### config.mk
export PLATFORM = sky130hd
export DESIGN_NAME = instruction_fetch_flat
export DESIGN_NICKNAME = d
export VERILOG_FILES = /design/src/rtl/instruction_fetch_pkg.sv /design/src/rtl/instruction_fetch_if.sv /design/src/rtl/instruction_fetch_skid_buffer.sv /design/src/rtl/instruction_fetch.sv /design/src/flat_wrapper.sv
export SDC_FILE = /design/constraint.sdc
export NUM_CORES = 1
export LEC_CHECK = 0
export ABC_AREA = 1
export BUFFER_PORTS_ARGS = -buffer_cell sky130_fd_sc_hd__buf_4
export CORE_UTILIZATION = 40
export CTS_CLUSTER_SIZE = 30
export DETAILED_ROUTE_END_ITERATION = 8
export GPL_TIMING_DRIVEN = 0
export PLACE_DENSITY_LB_ADDON = 0.08
export SYNTH_ARGS = -nofsm -noshare
export SYNTH_HDL_FRONTEND = slang
export SYNTH_SLANG_ARGS = --single-unit
### constraint.sdc
create_clock -name clk -period 3.1 [get_ports clk]
set_input_delay 0.31 -clock clk [delete_from_list [all_inputs] [get_ports clk]]
set_output_delay 0.31 -clock clk [all_outputs]
set_load 0.005 [all_outputs]
### src/rtl/instruction_fetch_pkg.sv
// Shared constants and helpers for the instruction fetch stage.
// Holds reset/ROM defaults, the idle NOP encoding and the range check.
package instruction_fetch_pkg;

    localparam logic [31:0] NOP_INST     = 32'h0000_0013;
    localparam logic [31:0] RESET_PC_DEF = 32'h0000_0000;
    localparam int unsigned ROM_WORDS_DEF = 19;

    // Word-aligned and inside the populated ROM image.
    function automatic logic in_range(
        input logic [31:0] a,
        input int unsigned words
    );
        return (a[1:0] == 2'b00) && ({2'b00, a[31:2]} < words);
    endfunction

endpackage

### src/rtl/instruction_fetch_if.sv
// Fetch <-> decode/execute bundle: control into fetch, IF/ID out.
// master is the fetch side, slave the decode/execute side.
interface instruction_fetch_if;

    logic        stall_i;
    logic        redirect_i;
    logic [31:0] redirect_pc_i;
    logic [31:0] if_inst_o;
    logic [31:0] if_pc_o;
    logic        if_valid_o;
    logic        fetch_fault_o;

    modport master (
        input  stall_i,
        input  redirect_i,
        input  redirect_pc_i,
        output if_inst_o,
        output if_pc_o,
        output if_valid_o,
        output fetch_fault_o
    );

    modport slave (
        output stall_i,
        output redirect_i,
        output redirect_pc_i,
        input  if_inst_o,
        input  if_pc_o,
        input  if_valid_o,
        input  fetch_fault_o
    );

endinterface

### src/rtl/instruction_fetch_skid_buffer.sv
// One-entry skid for the ROM output during decode stalls.
// Captures the word on the first stalled edge and replays it until release.
module fetch_skid_buffer (
    input  logic        clk,
    input  logic        rst,
    input  logic        stall_i,
    input  logic        redirect_i,
    input  logic [31:0] rom_inst_i,
    output logic [31:0] raw_o
);

    logic        hold_flag_q;
    logic        hold_flag_d;
    logic [31:0] hold_inst_q;
    logic [31:0] hold_inst_d;

    // Capture once per stall; any redirect or non-stalled edge empties it.
    always_comb begin
        hold_flag_d = 1'b0;
        hold_inst_d = hold_inst_q;
        if (!redirect_i && stall_i) begin
            hold_flag_d = 1'b1;
            if (!hold_flag_q) begin
                hold_inst_d = rom_inst_i;
            end
        end
    end

    // Skid registers.
    always_ff @(posedge clk) begin
        if (rst) begin
            hold_flag_q <= 1'b0;
            hold_inst_q <= 32'h0;
        end else begin
            hold_flag_q <= hold_flag_d;
            hold_inst_q <= hold_inst_d;
        end
    end

    // The ROM has moved on while stalled, so replay the captured word.
    always_comb begin
        raw_o = hold_flag_q ? hold_inst_q : rom_inst_i;
    end

endmodule

### src/rtl/instruction_fetch.sv
// PC generation and fetch stage in front of a 1-cycle synchronous ROM.
// Tracks the address the ROM sampled so the returned word gets its PC.
import instruction_fetch_pkg::*;

module instruction_fetch #(
    parameter logic [31:0] RESET_PC  = RESET_PC_DEF,
    parameter int unsigned ROM_WORDS = ROM_WORDS_DEF
) (
    input  logic                       clk,
    input  logic                       rst,
    output logic [31:0]                rom_addr_o,
    input  logic [31:0]                rom_inst_i,
    instruction_fetch_if.master        dec_if
);

    logic [31:0] pc_q;
    logic [31:0] pc_d;
    logic [31:0] pend_pc_q;
    logic [31:0] pend_pc_d;
    logic        pend_valid_q;
    logic        pend_valid_d;
    logic        fault_q;
    logic        fault_d;
    logic        tgt_ok;
    logic        pc_ok;
    logic [31:0] raw_inst;

    assign tgt_ok = in_range(dec_if.redirect_pc_i, ROM_WORDS);
    assign pc_ok  = in_range(pc_q, ROM_WORDS) && !fault_q;

    // Next PC / pending-fetch state; redirect beats stall beats fault.
    always_comb begin
        pc_d         = pc_q;
        pend_pc_d    = pend_pc_q;
        pend_valid_d = pend_valid_q;
        fault_d      = fault_q;
        if (dec_if.redirect_i) begin
            pend_pc_d    = dec_if.redirect_pc_i;
            pend_valid_d = tgt_ok;
            if (tgt_ok) begin
                pc_d    = dec_if.redirect_pc_i + 32'd4;
                fault_d = 1'b0;
            end else begin
                pc_d    = dec_if.redirect_pc_i;
                fault_d = 1'b1;
            end
        end else if (!dec_if.stall_i) begin
            pend_pc_d    = pc_q;
            pend_valid_d = pc_ok;
            if (pc_ok) begin
                pc_d = pc_q + 32'd4;
            end else begin
                fault_d = 1'b1;
            end
        end
    end

    // PC, pending fetch and sticky fault registers.
    always_ff @(posedge clk) begin
        if (rst) begin
            pc_q         <= RESET_PC;
            pend_pc_q    <= RESET_PC;
            pend_valid_q <= 1'b0;
            fault_q      <= 1'b0;
        end else begin
            pc_q         <= pc_d;
            pend_pc_q    <= pend_pc_d;
            pend_valid_q <= pend_valid_d;
            fault_q      <= fault_d;
        end
    end

    fetch_skid_buffer u_skid (
        .clk        (clk),
        .rst        (rst),
        .stall_i    (dec_if.stall_i),
        .redirect_i (dec_if.redirect_i),
        .rom_inst_i (rom_inst_i),
        .raw_o      (raw_inst)
    );

    // ROM address and IF/ID outputs; a redirect squashes the word in flight.
    always_comb begin
        rom_addr_o           = dec_if.redirect_i ? dec_if.redirect_pc_i : pc_q;
        dec_if.if_pc_o       = pend_pc_q;
        dec_if.if_valid_o    = pend_valid_q && !dec_if.redirect_i;
        dec_if.if_inst_o     = dec_if.if_valid_o ? raw_inst : NOP_INST;
        dec_if.fetch_fault_o = fault_q;
    end

endmodule

### src/flat_wrapper.sv
// flat-port wrapper written by rule: the top's interface ports become plain ports
module instruction_fetch_flat 
#(
    parameter logic [31:0] RESET_PC  = RESET_PC_DEF,
    parameter int unsigned ROM_WORDS = ROM_WORDS_DEF
)
  (clk, rst, rom_addr_o, rom_inst_i, dec_if_stall_i, dec_if_redirect_i, dec_if_redirect_pc_i, dec_if_if_inst_o, dec_if_if_pc_o, dec_if_if_valid_o, dec_if_fetch_fault_o);
  instruction_fetch_if dec_if_i ();
  input  logic clk;
  input  logic rst;
  output logic [31:0] rom_addr_o;
  input  logic [31:0] rom_inst_i;
  input wire logic [$bits(dec_if_i.stall_i)-1:0] dec_if_stall_i;
  input wire logic [$bits(dec_if_i.redirect_i)-1:0] dec_if_redirect_i;
  input wire logic [$bits(dec_if_i.redirect_pc_i)-1:0] dec_if_redirect_pc_i;
  output wire logic [$bits(dec_if_i.if_inst_o)-1:0] dec_if_if_inst_o;
  output wire logic [$bits(dec_if_i.if_pc_o)-1:0] dec_if_if_pc_o;
  output wire logic [$bits(dec_if_i.if_valid_o)-1:0] dec_if_if_valid_o;
  output wire logic [$bits(dec_if_i.fetch_fault_o)-1:0] dec_if_fetch_fault_o;
  assign dec_if_i.stall_i = dec_if_stall_i;
  assign dec_if_i.redirect_i = dec_if_redirect_i;
  assign dec_if_i.redirect_pc_i = dec_if_redirect_pc_i;
  assign dec_if_if_inst_o = dec_if_i.if_inst_o;
  assign dec_if_if_pc_o = dec_if_i.if_pc_o;
  assign dec_if_if_valid_o = dec_if_i.if_valid_o;
  assign dec_if_fetch_fault_o = dec_if_i.fetch_fault_o;
  instruction_fetch #(.RESET_PC(RESET_PC), .ROM_WORDS(ROM_WORDS)) u_core (.clk(clk), .rst(rst), .rom_addr_o(rom_addr_o), .rom_inst_i(rom_inst_i), .dec_if(dec_if_i));
endmodule
Yosys cells after proc, flatten, opt, wreduce, memory -nomap -nowiden
Cells that the tools add are included.
Operators by class
  $add $sub $neg: 2
  order comparisons: 2
  eq/ne operators: 2
  muxes and demuxes: 16
  reductions and logical operators: 12
Operators by type and width (number)
  2-to-1 mux 32 bit: 9
  adder 32 x 3 -> 32 bit, second input constant: 2
  less-than comparator 30 x 5 -> 1 bit, second input constant: 2
  2-to-1 mux 1 bit: 7
  logical AND 1 bit: 5
  logical NOT 2 bit: 2
  AND reduction 2 bit: 2
  logical NOT 1 bit: 2
  != test 2 x 1 -> 1 bit, second input constant: 1
  != test 2 bit, second input constant: 1
  nonzero test 2 bit: 1
Storage, ports and cells
  bits in registers: 99
  input bits: 68
  output and inout port bits: 98
  word-level logic and storage cells: 40

Longest topological paths before layout
Gate-level depths: netlist of the first run.
  word-level depth: 6
  depth in mapped cells: 11
  mapped depth without buffers: 11

Cells and area by module
A second synthesis of the first run with hierarchy kept.
Unflattened totals
  cell total of the unflattened synthesis: 814
  area total of the unflattened synthesis: 5192.5 µm²
Modules (own cells, without submodules)
  instruction_fetch: times used 1, cells each 503, area each 3220.6 µm², seq. area each 1321.3 µm²
  fetch_skid_buffer: times used 1, cells each 311, area each 1971.9 µm², seq. area each 660.6 µm²

Worst setup path before layout of the first run
OpenSTA, ideal clock, no wires.
  path type: input -> output
  start point: input dec_if_redirect_i
  end point: output dec_if_if_inst_o[21]
  data arrival time: 1.079 ns
  data required time: 2.790 ns
  path slack: 1.711 ns
  stages: 6
  buffers on the path: 3
  cells stage by stage: buf_6 nor2_4 inv_1 buf_2 buf_2 nor2_1
Between the ends
  cells in the longest elaborated chain, start to end: 3
Ends and longest elaborated chain
  start: declaration: RTL line flat_wrapper.sv:14  | input wire logic [$bits(dec_if_i.redirect_i)-1:0] dec_if_redirect_i;
  logical NOT 1 bit: RTL line instruction_fetch.sv:86  | dec_if.if_valid_o = pend_valid_q && !dec_if.redirect_i;
  logical AND 1 bit: RTL line instruction_fetch.sv:86
  net dec_if_if_valid_o: RTL line flat_wrapper.sv:18  | output wire logic [$bits(dec_if_i.if_valid_o)-1:0] dec_if_if_valid_o;
  2-to-1 mux 32 bit: RTL line instruction_fetch.sv:87  | dec_if.if_inst_o = dec_if.if_valid_o ? raw_inst : NOP_INST;
  end: declaration: RTL line flat_wrapper.sv:16  | output wire logic [$bits(dec_if_i.if_inst_o)-1:0] dec_if_if_inst_o;
The timed path passes the listed nets, and every way through them passes these cells.

Worst setup path in the final report of the first run
  start point: register u_core.u_skid.hold_flag_q
  end point: output dec_if_if_inst_o[1]
Between the ends
  cells in the longest elaborated chain, start to end: 2
Ends and longest elaborated chain
  start: declaration: RTL line instruction_fetch_skid_buffer.sv:12  | logic hold_flag_q;
  start signal: assignment: RTL line instruction_fetch_skid_buffer.sv:35  | hold_flag_q <= hold_flag_d;
  2-to-1 mux 32 bit
  2-to-1 mux 32 bit: RTL line instruction_fetch.sv:87
No other way between the ends.

==> results of run 1 <==
[kinds of logic (layout without fill, tap and decap cells)]
logic type,Yosys count,in the layout,share of synthesized area [%]
AOI/OAI and AO/OA,107,107,14.5
xor gates and xnor gates,3,3,0.588
and+or+nand+nor,315,315,29.2
adders and majority gates,2,2,0.560
DFF,99,99,44.3
buffers and inverters,117,297,10.8
[area by class of cell]
cell class | instances | share of cell area [%]
plain buffers | 33 | 2.78
clock buffers | 11 | 2.18
clock inverters | 5 | 0.497
inverters | 84 | 5.24
multi-input cells | 427 | 33.2
flip-flops and latches | 99 | 32.8
well taps | 140 | 2.90
repair buffers | 164 | 20.4
[Yosys cell counts, types with 5 or more instances]
master	n	area share [%]
clkbuf_1	7	0.59
buf_2	23	2.6
o21ai_1	31	3.5
a21oi_1	6	0.67
inv_1	78	6.5
nor2_2	5	0.70
nand2_1	174	15
o22ai_2	10	2.8
o22ai_1	22	3.1
o21ai_0	36	4.0
nand3_1	21	2.4
nor2_1	99	8.3
dfxtp_1	99	44
inv_2	5	0.42
nor2_4	5	1.3
[worst paths after layout]
check,from,endpoint,slack [ns],cells after the start
max,u_core.u_skid.hold_flag_q,dec_if_if_inst_o[1],0.99,6
max reg2reg,u_core.pc_q[2],u_core.pc_q[2],1.60,9
min,rom_inst_i[15],u_core.u_skid.hold_inst_q[15],0.25,3
min reg2reg,u_core.dec_if.if_pc_o[5],u_core.dec_if.if_pc_o[5],0.46,2
[routing by layer]
layer / GRT usage, % / wire length (um)
met1: 26.5 / 5650
met2: 38.7 / 6140
met3: 5.51 / 824
met4: 6.07 / 132
met5: 0 / 0
[metrics by stage]
| stage | std cells | setup WS, ns | instance area, um^2 | hold slack (ns) |
|---|---|---|---|---|
| after floorplan | 643 | 1.71 | 4470 | 0.443 |
| after global placement | 947 | 1.43 | 5880 | 0.436 |
| after detailed placement | 947 | 1.41 | 5880 | 0.442 |
| after CTS | 963 | 0.984 | 6040 | 0.243 |
| after global routing | 963 | 0.837 | 6040 | 0.261 |
| final | 963 | 0.990 | 6040 | 0.253 |
[sequential cells by signal, summed over array words and instances (netlist names)]
| name | flops |
|---|---|
| u_core.dec_if.fetch_fault_o | 1 |
| u_core.dec_if.if_pc_o | 32 |
| u_core.pc_q | 32 |
| u_core.pend_valid_q | 1 |
| u_core.u_skid.hold_flag_q | 1 |
| u_core.u_skid.hold_inst_q | 32 |
[critical path, cell delays in order, from the launching register on]
cell	delay (ns)
dfxtp_1	0.32
buf_2	0.20
clkbuf_1	0.41
nand2_1	0.09
o21ai_0	0.16
nand2_1	0.11
buf_4	0.15
[report_power, final]
part | switching, mW | internal, mW | leakage (nW)
Clock | 0.451 | 0.289 | 0.0791
Sequential | 0.0339 | 1.35 | 0.815
Combinational | 0.258 | 0.229 | 1.99
Total | 0.743 | 1.86 | 2.88
==> run summary, run 1 <==
Max transition margin = 68.6%
Hold Violations, Final = 0
Core Box Area = 0.0109 mm^2
IR Drop Worst-Case VDD = 0.199 mV
synthesized area divided by synthesized cell count = 6.95 um^2
most instantiated flip-flop cell in the synthesis netlist = dfxtp_1
clock latency on the worst-skew pair = 0.38 ns
cell chosen for the clock root = clkbuf_8
antenna violations before repair = 0
critical-path maximum fanout = 10
final routed wire length divided by cell count = 13.2 um
overall die area = 0.0116 mm^2
horizontal die dimension = 108 um
antenna fix cells = 0
number of buffers added to fix hold violations after cts = 0
part of the cycle the worst path needs = 68.1%
unrepaired setup endpoints after global routing = no
remaining antenna violation count = 0
via count of the first global-routing pass = 4,209
clock tree from TritonCTS = yes
sequential element share of the synthesized area = 44.3%
proportion of layout cells with a drive suffix above 1 = 28.9%
worst path required time = 2.79 ns
global placement routability congestion = 0.826
pins over their slew limit = 0
Power Dens Cells = 432 mW/mm^2
post-synthesis instance area = 0.00447 mm^2
clock tree skew after final layout = 0.0111 ns
All-Layer GR Usage = 22.0%
number of sinks on the clock net = 99
post-synthesis async set-or-reset flop share = 0%
outcome = completed
number of instances in the synthesized netlist = 643
1st-pass router iterations = 5
crit path launch type = flop
setup_tns = 0 ns
max-capacitance violation count = 0
final core utilization = 55.5%
drt total wl = 12,700 um
top library cells by usage in the layout, fill and taps aside = 174 x nand2_1, 166 x buf_4, 99 x nor2_1, 99 x dfxtp_1, 78 x inv_1
Final Total Pwr = 2.61 mW
residual DRC count = 0
Final setup viols = 0
Initial Util = 41.1%
register bit total from synthesis = 99
wire length of the first global-routing pass = 19,900 um
Multi-input gate area = 0.00200 mm^2
number of core rows = 38
HPWL after detailed placement = 9820 um
postcts setup bufs = 0
most frequent standard cell in the layout excluding fill and tap cells = nand2_1
pin count of the biggest net entering global routing = 16
Tmin final = 2.11 ns
number of enable flip-flop cells after synthesis = 0
clock-pin slew on the worst setup and hold paths = 0.10 ns
maximum frequency from static timing analysis = 474 MHz
Sequential Area = 0.00198 mm^2
Bufs on Longest Clock Path = 2
Post-Synthesis Net Count = 713
count of synthesis-stage warnings from yosys = 0
count of unique library cells instantiated by Yosys = 29
Fillers = 1,102
CP endpoint kind = output port
Setup Crit Path Kind = reg2out
cells resized by post-CTS repair = 0
transition time at the pin with the least slew margin = 0.471 ns
via density per instance = 4.69
Total Nets Final = 888
min-delay worst type = in2reg
total number of H-tree levels = 3
Area growth syn-to-layout = 35.1%
Leak = 2.88 nW
number of buffer cells added on primary ports = 164
data arrival time of the critical path = 1.80 ns
I/O pin cnt = 166
overflow left after global routing = 0
height of the chip = 108 um
DR iter-0 viols = 307
routed vias = 4,517
TritonCTS buffer count = 9
No activity file was read; power rests on OpenSTA's default activity.
==> inputs of run 2 (changes only) <==
- clock period: 3.1 -> 2.11 ns (I/O delays scaled with it)
==> run summary, run 2 (same netlist as run 1, synthesis figures left out) <==
IR Drop Worst-Case VDD = 0.293 mV (+47%)
number of buffer cells added on primary ports = 164 (unchanged)
antenna violations before repair = 0 (unchanged)
clock tree from TritonCTS = yes
Area growth syn-to-layout = 35.2% (about the same)
total number of H-tree levels = 3 (unchanged)
number of core rows = 38 (unchanged)
DR iter-0 viols = 339 (+10%)
Slowest cell on crit path = clkbuf_1
transition time at the pin with the least slew margin = 0.459 ns (-0.0122 ns)
Top Layer Used = met4
Setup Crit Path Kind = reg2out
global placement routability congestion = 0.826 (unchanged)
All-Layer GR Usage = 22.0% (unchanged)
overall die area = 0.0116 mm^2 (unchanged)
remaining antenna violation count = 0 (unchanged)
number of placed instances with taps included = 947 (unchanged)
horizontal die dimension = 108 um (unchanged)
number of buffers added to fix hold violations after cts = 0 (unchanged)
clock-pin slew on the worst setup and hold paths = 0.10 ns (about the same)
filler-free cell count of the finished design = 963 (unchanged)
drt total wl = 12,700 um (about the same)
Max transition margin = 69.4% (+0.81 points)
maximum frequency from static timing analysis = 512 MHz
via count of the first global-routing pass = 4,209 (unchanged)
critical-path maximum fanout = 10 (unchanged)
overflow left after global routing = 0 (unchanged)
routed vias = 4,526 (+0.20%)
Bufs on Longest Clock Path = 2 (unchanged)
Leak = 2.89 nW (+0.35%)
pins over their slew limit = 0 (unchanged)
final routed wire length divided by cell count = 13.2 um (about the same)
most frequent standard cell in the layout excluding fill and tap cells = nand2_1
post-placement worst setup slack = 0.521 ns (-0.891 ns)
pin count of the biggest net entering global routing = 16 (unchanged)
crit path launch type = flop
outcome = completed
min-delay worst type = in2reg
proportion of layout cells with a drive suffix above 1 = 29.3% (+0.36 points)
unrepaired setup endpoints after global routing = no
1st-pass router iterations = 4 (-1)
Initial Util = 41.1% (unchanged)
amount of wire on met3 after detailed routing = 790 um (-4.1%)
CP endpoint kind = output port
Tmin final = 1.95 ns
antenna fix cells = 0 (unchanged)
HPWL after detailed placement = 9820 um (unchanged)
via density per instance = 4.70 (+0.20%)
setup_tns = 0 ns (unchanged)
crit-path cells = buf_2 -> clkbuf_1 -> o21ai_0 -> nor2_1 -> buf_4
clock tree skew after final layout = 0.0110 ns (-0.000121 ns)
top library cells by usage in the layout, fill and taps aside = 174 x nand2_1, 166 x buf_4, 99 x nor2_1, 99 x dfxtp_1, 78 x inv_1
Hold Violations, Final = 0 (unchanged)
WL met2 = 6110 um (-0.44%)
part of the cycle the worst path needs = 92.6%
wire length of the first global-routing pass = 19,900 um (unchanged)
Hold Worst Slack = 0.155 ns (-0.0980 ns)
cell chosen for the clock root = clkbuf_8
residual DRC count = 0 (unchanged)
TritonCTS buffer count = 9 (unchanged)
number of sinks on the clock net = 99 (unchanged)
postcts setup bufs = 0 (unchanged)
I/O pin cnt = 166 (unchanged)
worst path required time = 1.90 ns (-0.89 ns)
cells resized by post-CTS repair = 0 (unchanged)
Power Dens Cells = 634 mW/mm^2 (+47%)
Critical Path Max Stage Delay = 0.35 ns (-0.06 ns)
Core Box Area = 0.0109 mm^2 (unchanged)
Total Nets Final = 888 (unchanged)
Final setup viols = 0 (unchanged)
M1 WL = 5710 um (+1.1%)
height of the chip = 108 um (unchanged)
max-capacitance violation count = 0 (unchanged)
clock latency on the worst-skew pair = 0.38 ns (about the same)
Final Total Pwr = 3.83 mW (+47%)
data arrival time of the critical path = 1.74 ns (-0.06 ns)
min setup slack post-route = 0.156 ns (-0.835 ns)
## run 2: cell counts in the layout (fill, tap and decap cells not counted)
No cell type changed its count.
## run 2: per-layer routing
layer	GRT usage [%]	vias up
met4	6.07	0
met1	26.5	2031
li1	-	2361
met3	5.51	11
met5	0	-
met2	38.7	123
## run 2: final timing paths
path	cells past startpoint	from	slack, ns	end
setup / recovery	5	u_core.u_skid.hold_flag_q	0.16	dec_if_if_inst_o[6]
hold / removal	3	rom_inst_i[15]	0.15	u_core.u_skid.hold_inst_q[15]
setup reg to reg	9	u_core.pc_q[2]	0.61	u_core.pc_q[2]
hold reg to reg	2	u_core.dec_if.if_pc_o[5]	0.46	u_core.dec_if.if_pc_o[5]
## run 2: final cells by class
cell class / count / area (um^2)
buffer: 33 / 171
clock buffer: 11 / 131
clock inverter: 5 / 30.0
fill: 1104 / 4850
inverter: 84 / 317
multi-input combinational: 427 / 2000
sequential: 99 / 1980
tap: 140 / 175
timing repair buffer: 164 / 1230
## run 2: worst max-delay path, delay by kind of cell, from the launching register on
kind / cells / cell delay [ns]
compound gates: 1 / 0.22
buf+inv: 3 / 0.68
flops: 1 / 0.32
simple gates: 1 / 0.16
## run 2: per-stage QoR
step / instance area (um^2) / util (%)
global placement: 5880 / 54.0
finish: 6040 / 55.5
global route: 6040 / 55.5
detailed placement: 5880 / 54.0
CTS: 6040 / 55.5
floorplan: 4470 / -
## run 2: report_power, final
| part | switching [mW] | leakage [nW] | internal (mW) |
|---|---|---|---|
| logic | 0.379 | 2.00 | 0.338 |
| clock network | 0.662 | 0.0791 | 0.424 |
| registers | 0.0498 | 0.815 | 1.98 |
==> inputs of run 3 (changes only) <==
- CTS_BUF_LIST: not set -> sky130_fd_sc_hd__clkbuf_8
==> run summary, run 3 (same netlist as run 1, synthesis figures left out) <==
outcome = completed
number of core rows = 38 (unchanged)
Slowest cell on crit path = clkbuf_1
clock-pin slew on the worst setup and hold paths = 0.10 ns (about the same)
antenna violations before repair = 0 (unchanged)
height of the chip = 108 um (unchanged)
number of sinks on the clock net = 99 (unchanged)
max-capacitance violation count = 0 (unchanged)
Max transition margin = 69.4% (unchanged)
critical-path maximum fanout = 10 (unchanged)
wire length of the first global-routing pass = 19,900 um (unchanged)
part of the cycle the worst path needs = 92.6% (about the same)
data arrival time of the critical path = 1.74 ns (about the same)
via density per instance = 4.69 (-0.11%)
transition time at the pin with the least slew margin = 0.459 ns (unchanged)
residual DRC count = 0 (unchanged)
Leak = 2.90 nW (+0.29%)
HPWL after detailed placement = 9820 um (unchanged)
CP endpoint kind = output port
worst path required time = 1.90 ns (about the same)
total number of H-tree levels = 3 (unchanged)
Final setup viols = 0 (unchanged)
unrepaired setup endpoints after global routing = no
most frequent standard cell in the layout excluding fill and tap cells = nand2_1
Power Dens Cells = 632 mW/mm^2 (-0.24%)
proportion of layout cells with a drive suffix above 1 = 29.3% (unchanged)
Fillers = 1,104 (unchanged)
crit path launch type = flop
Tmin final = 1.95 ns (-0.000470 ns)
global placement routability congestion = 0.826 (unchanged)
horizontal die dimension = 108 um (unchanged)
Initial Util = 41.1% (unchanged)
cell chosen for the clock root = clkbuf_8
Bufs on Longest Clock Path = 2 (unchanged)
Final Total Pwr = 3.82 mW (-0.24%)
CP top delay family = buffers and inverters
antenna fix cells = 0 (unchanged)
pins over their slew limit = 0 (unchanged)
overall die area = 0.0116 mm^2 (unchanged)
clock tree from TritonCTS = yes
final routed wire length divided by cell count = 13.2 um (about the same)
remaining antenna violation count = 0 (unchanged)
pin count of the biggest net entering global routing = 16 (unchanged)
drt total wl = 12,700 um (about the same)
clock tree skew after final layout = 0.0112 ns (+0.000150 ns)
Area growth syn-to-layout = 35.2% (unchanged)
I/O pin cnt = 166 (unchanged)
min-delay worst type = in2reg
via count of the first global-routing pass = 4,210 (+0.024%)
Total Nets Final = 888 (unchanged)
DR iter-0 viols = 342 (+0.88%)
maximum frequency from static timing analysis = 512 MHz (about the same)
number of buffer and inverter stages on the critical path = 3 (unchanged)
routed vias = 4,521 (-0.11%)
crit-path cells = buf_2 -> clkbuf_1 -> o21ai_0 -> nor2_1 -> buf_4
clock latency on the worst-skew pair = 0.38 ns (about the same)
Core Box Area = 0.0109 mm^2 (unchanged)
All-Layer GR Usage = 22.0% (unchanged)
TritonCTS buffer count = 9 (unchanged)
Critical Path Max Stage Delay = 0.35 ns (about the same)
number of buffer cells added on primary ports = 164 (unchanged)
IR Drop Worst-Case VDD = 0.293 mV (about the same)
Setup Crit Path Kind = reg2out
top library cells by usage in the layout, fill and taps aside = 174 x nand2_1, 166 x buf_4, 99 x nor2_1, 99 x dfxtp_1, 80 x inv_1
1st-pass router iterations = 5 (+1)
overflow left after global routing = 0 (unchanged)
setup_tns = 0 ns (unchanged)
Hold Violations, Final = 0 (unchanged)
[run 3: worst min-delay path, cell delays in order]
cell     delay, ns
buf_4         0.07
o21ai_0       0.09
o22ai_1       0.12
[run 3: metrics by stage]
| stage | instance area, um^2 | util, % | cells | setup WS [ns] | hold slack [ns] |
|---|---|---|---|---|---|
| finish | 6040 | 55.5 | 963 | 0.156 | 0.155 |
| global route | 6040 | 55.5 | 963 | 0.0189 | 0.162 |
| CTS | 6040 | 55.5 | 963 | 0.0925 | 0.144 |
| detailed placement | 5880 | 54.0 | 947 | 0.521 | 0.442 |
| global placement | 5880 | 54.0 | 947 | 0.565 | 0.436 |
| floorplan | 4470 | - | 643 | 0.786 | 0.386 |
[run 3: where the power goes]
group	internal, mW	switching [mW]
Clock	0.414	0.663
Combinational	0.338	0.379
Sequential	1.98	0.0498
Total	2.73	1.09
[run 3: worst paths after layout]
path                             startpoint                       endpoint  slack [ns]  depth (start not counted)
setup / recovery  u_core.u_skid.hold_flag_q            dec_if_if_inst_o[6]        0.16                          5
hold reg to reg    u_core.dec_if.if_pc_o[5]       u_core.dec_if.if_pc_o[5]        0.46                          2
setup reg to reg             u_core.pc_q[2]                 u_core.pc_q[2]        0.61                          9
hold / removal               rom_inst_i[15]  u_core.u_skid.hold_inst_q[15]        0.15                          3
[run 3: area by class of cell]
cell class / count / area [um^2] / share of cell area, %
Inverter: 84 / 317 / 5.24
Clock inverter: 7 / 37.5 / 0.621
Buffer: 33 / 171 / 2.84
Clock buffer: 9 / 124 / 2.05
Tap cell: 140 / 175 / 2.90
Sequential cell: 99 / 1980 / 32.8
Multi-Input combinational cell: 427 / 2000 / 33.2
Timing Repair Buffer: 164 / 1230 / 20.4
[run 3: routing by layer]
metal / vias up / track usage (%) / share of wire (%)
met5: - / 0 / 0
li1: 2362 / - / -
met3: 11 / 5.51 / 6.2
met4: 0 / 6.07 / 1.0
met2: 121 / 38.7 / 48
met1: 2027 / 26.5 / 45
[run 3: repair_timing]
action | CTS | global route
hold buffers | 0 | 0
resized for setup | 0 | 6
setup buffers | 0 | 0
setup endpoints to repair | 0 | 6
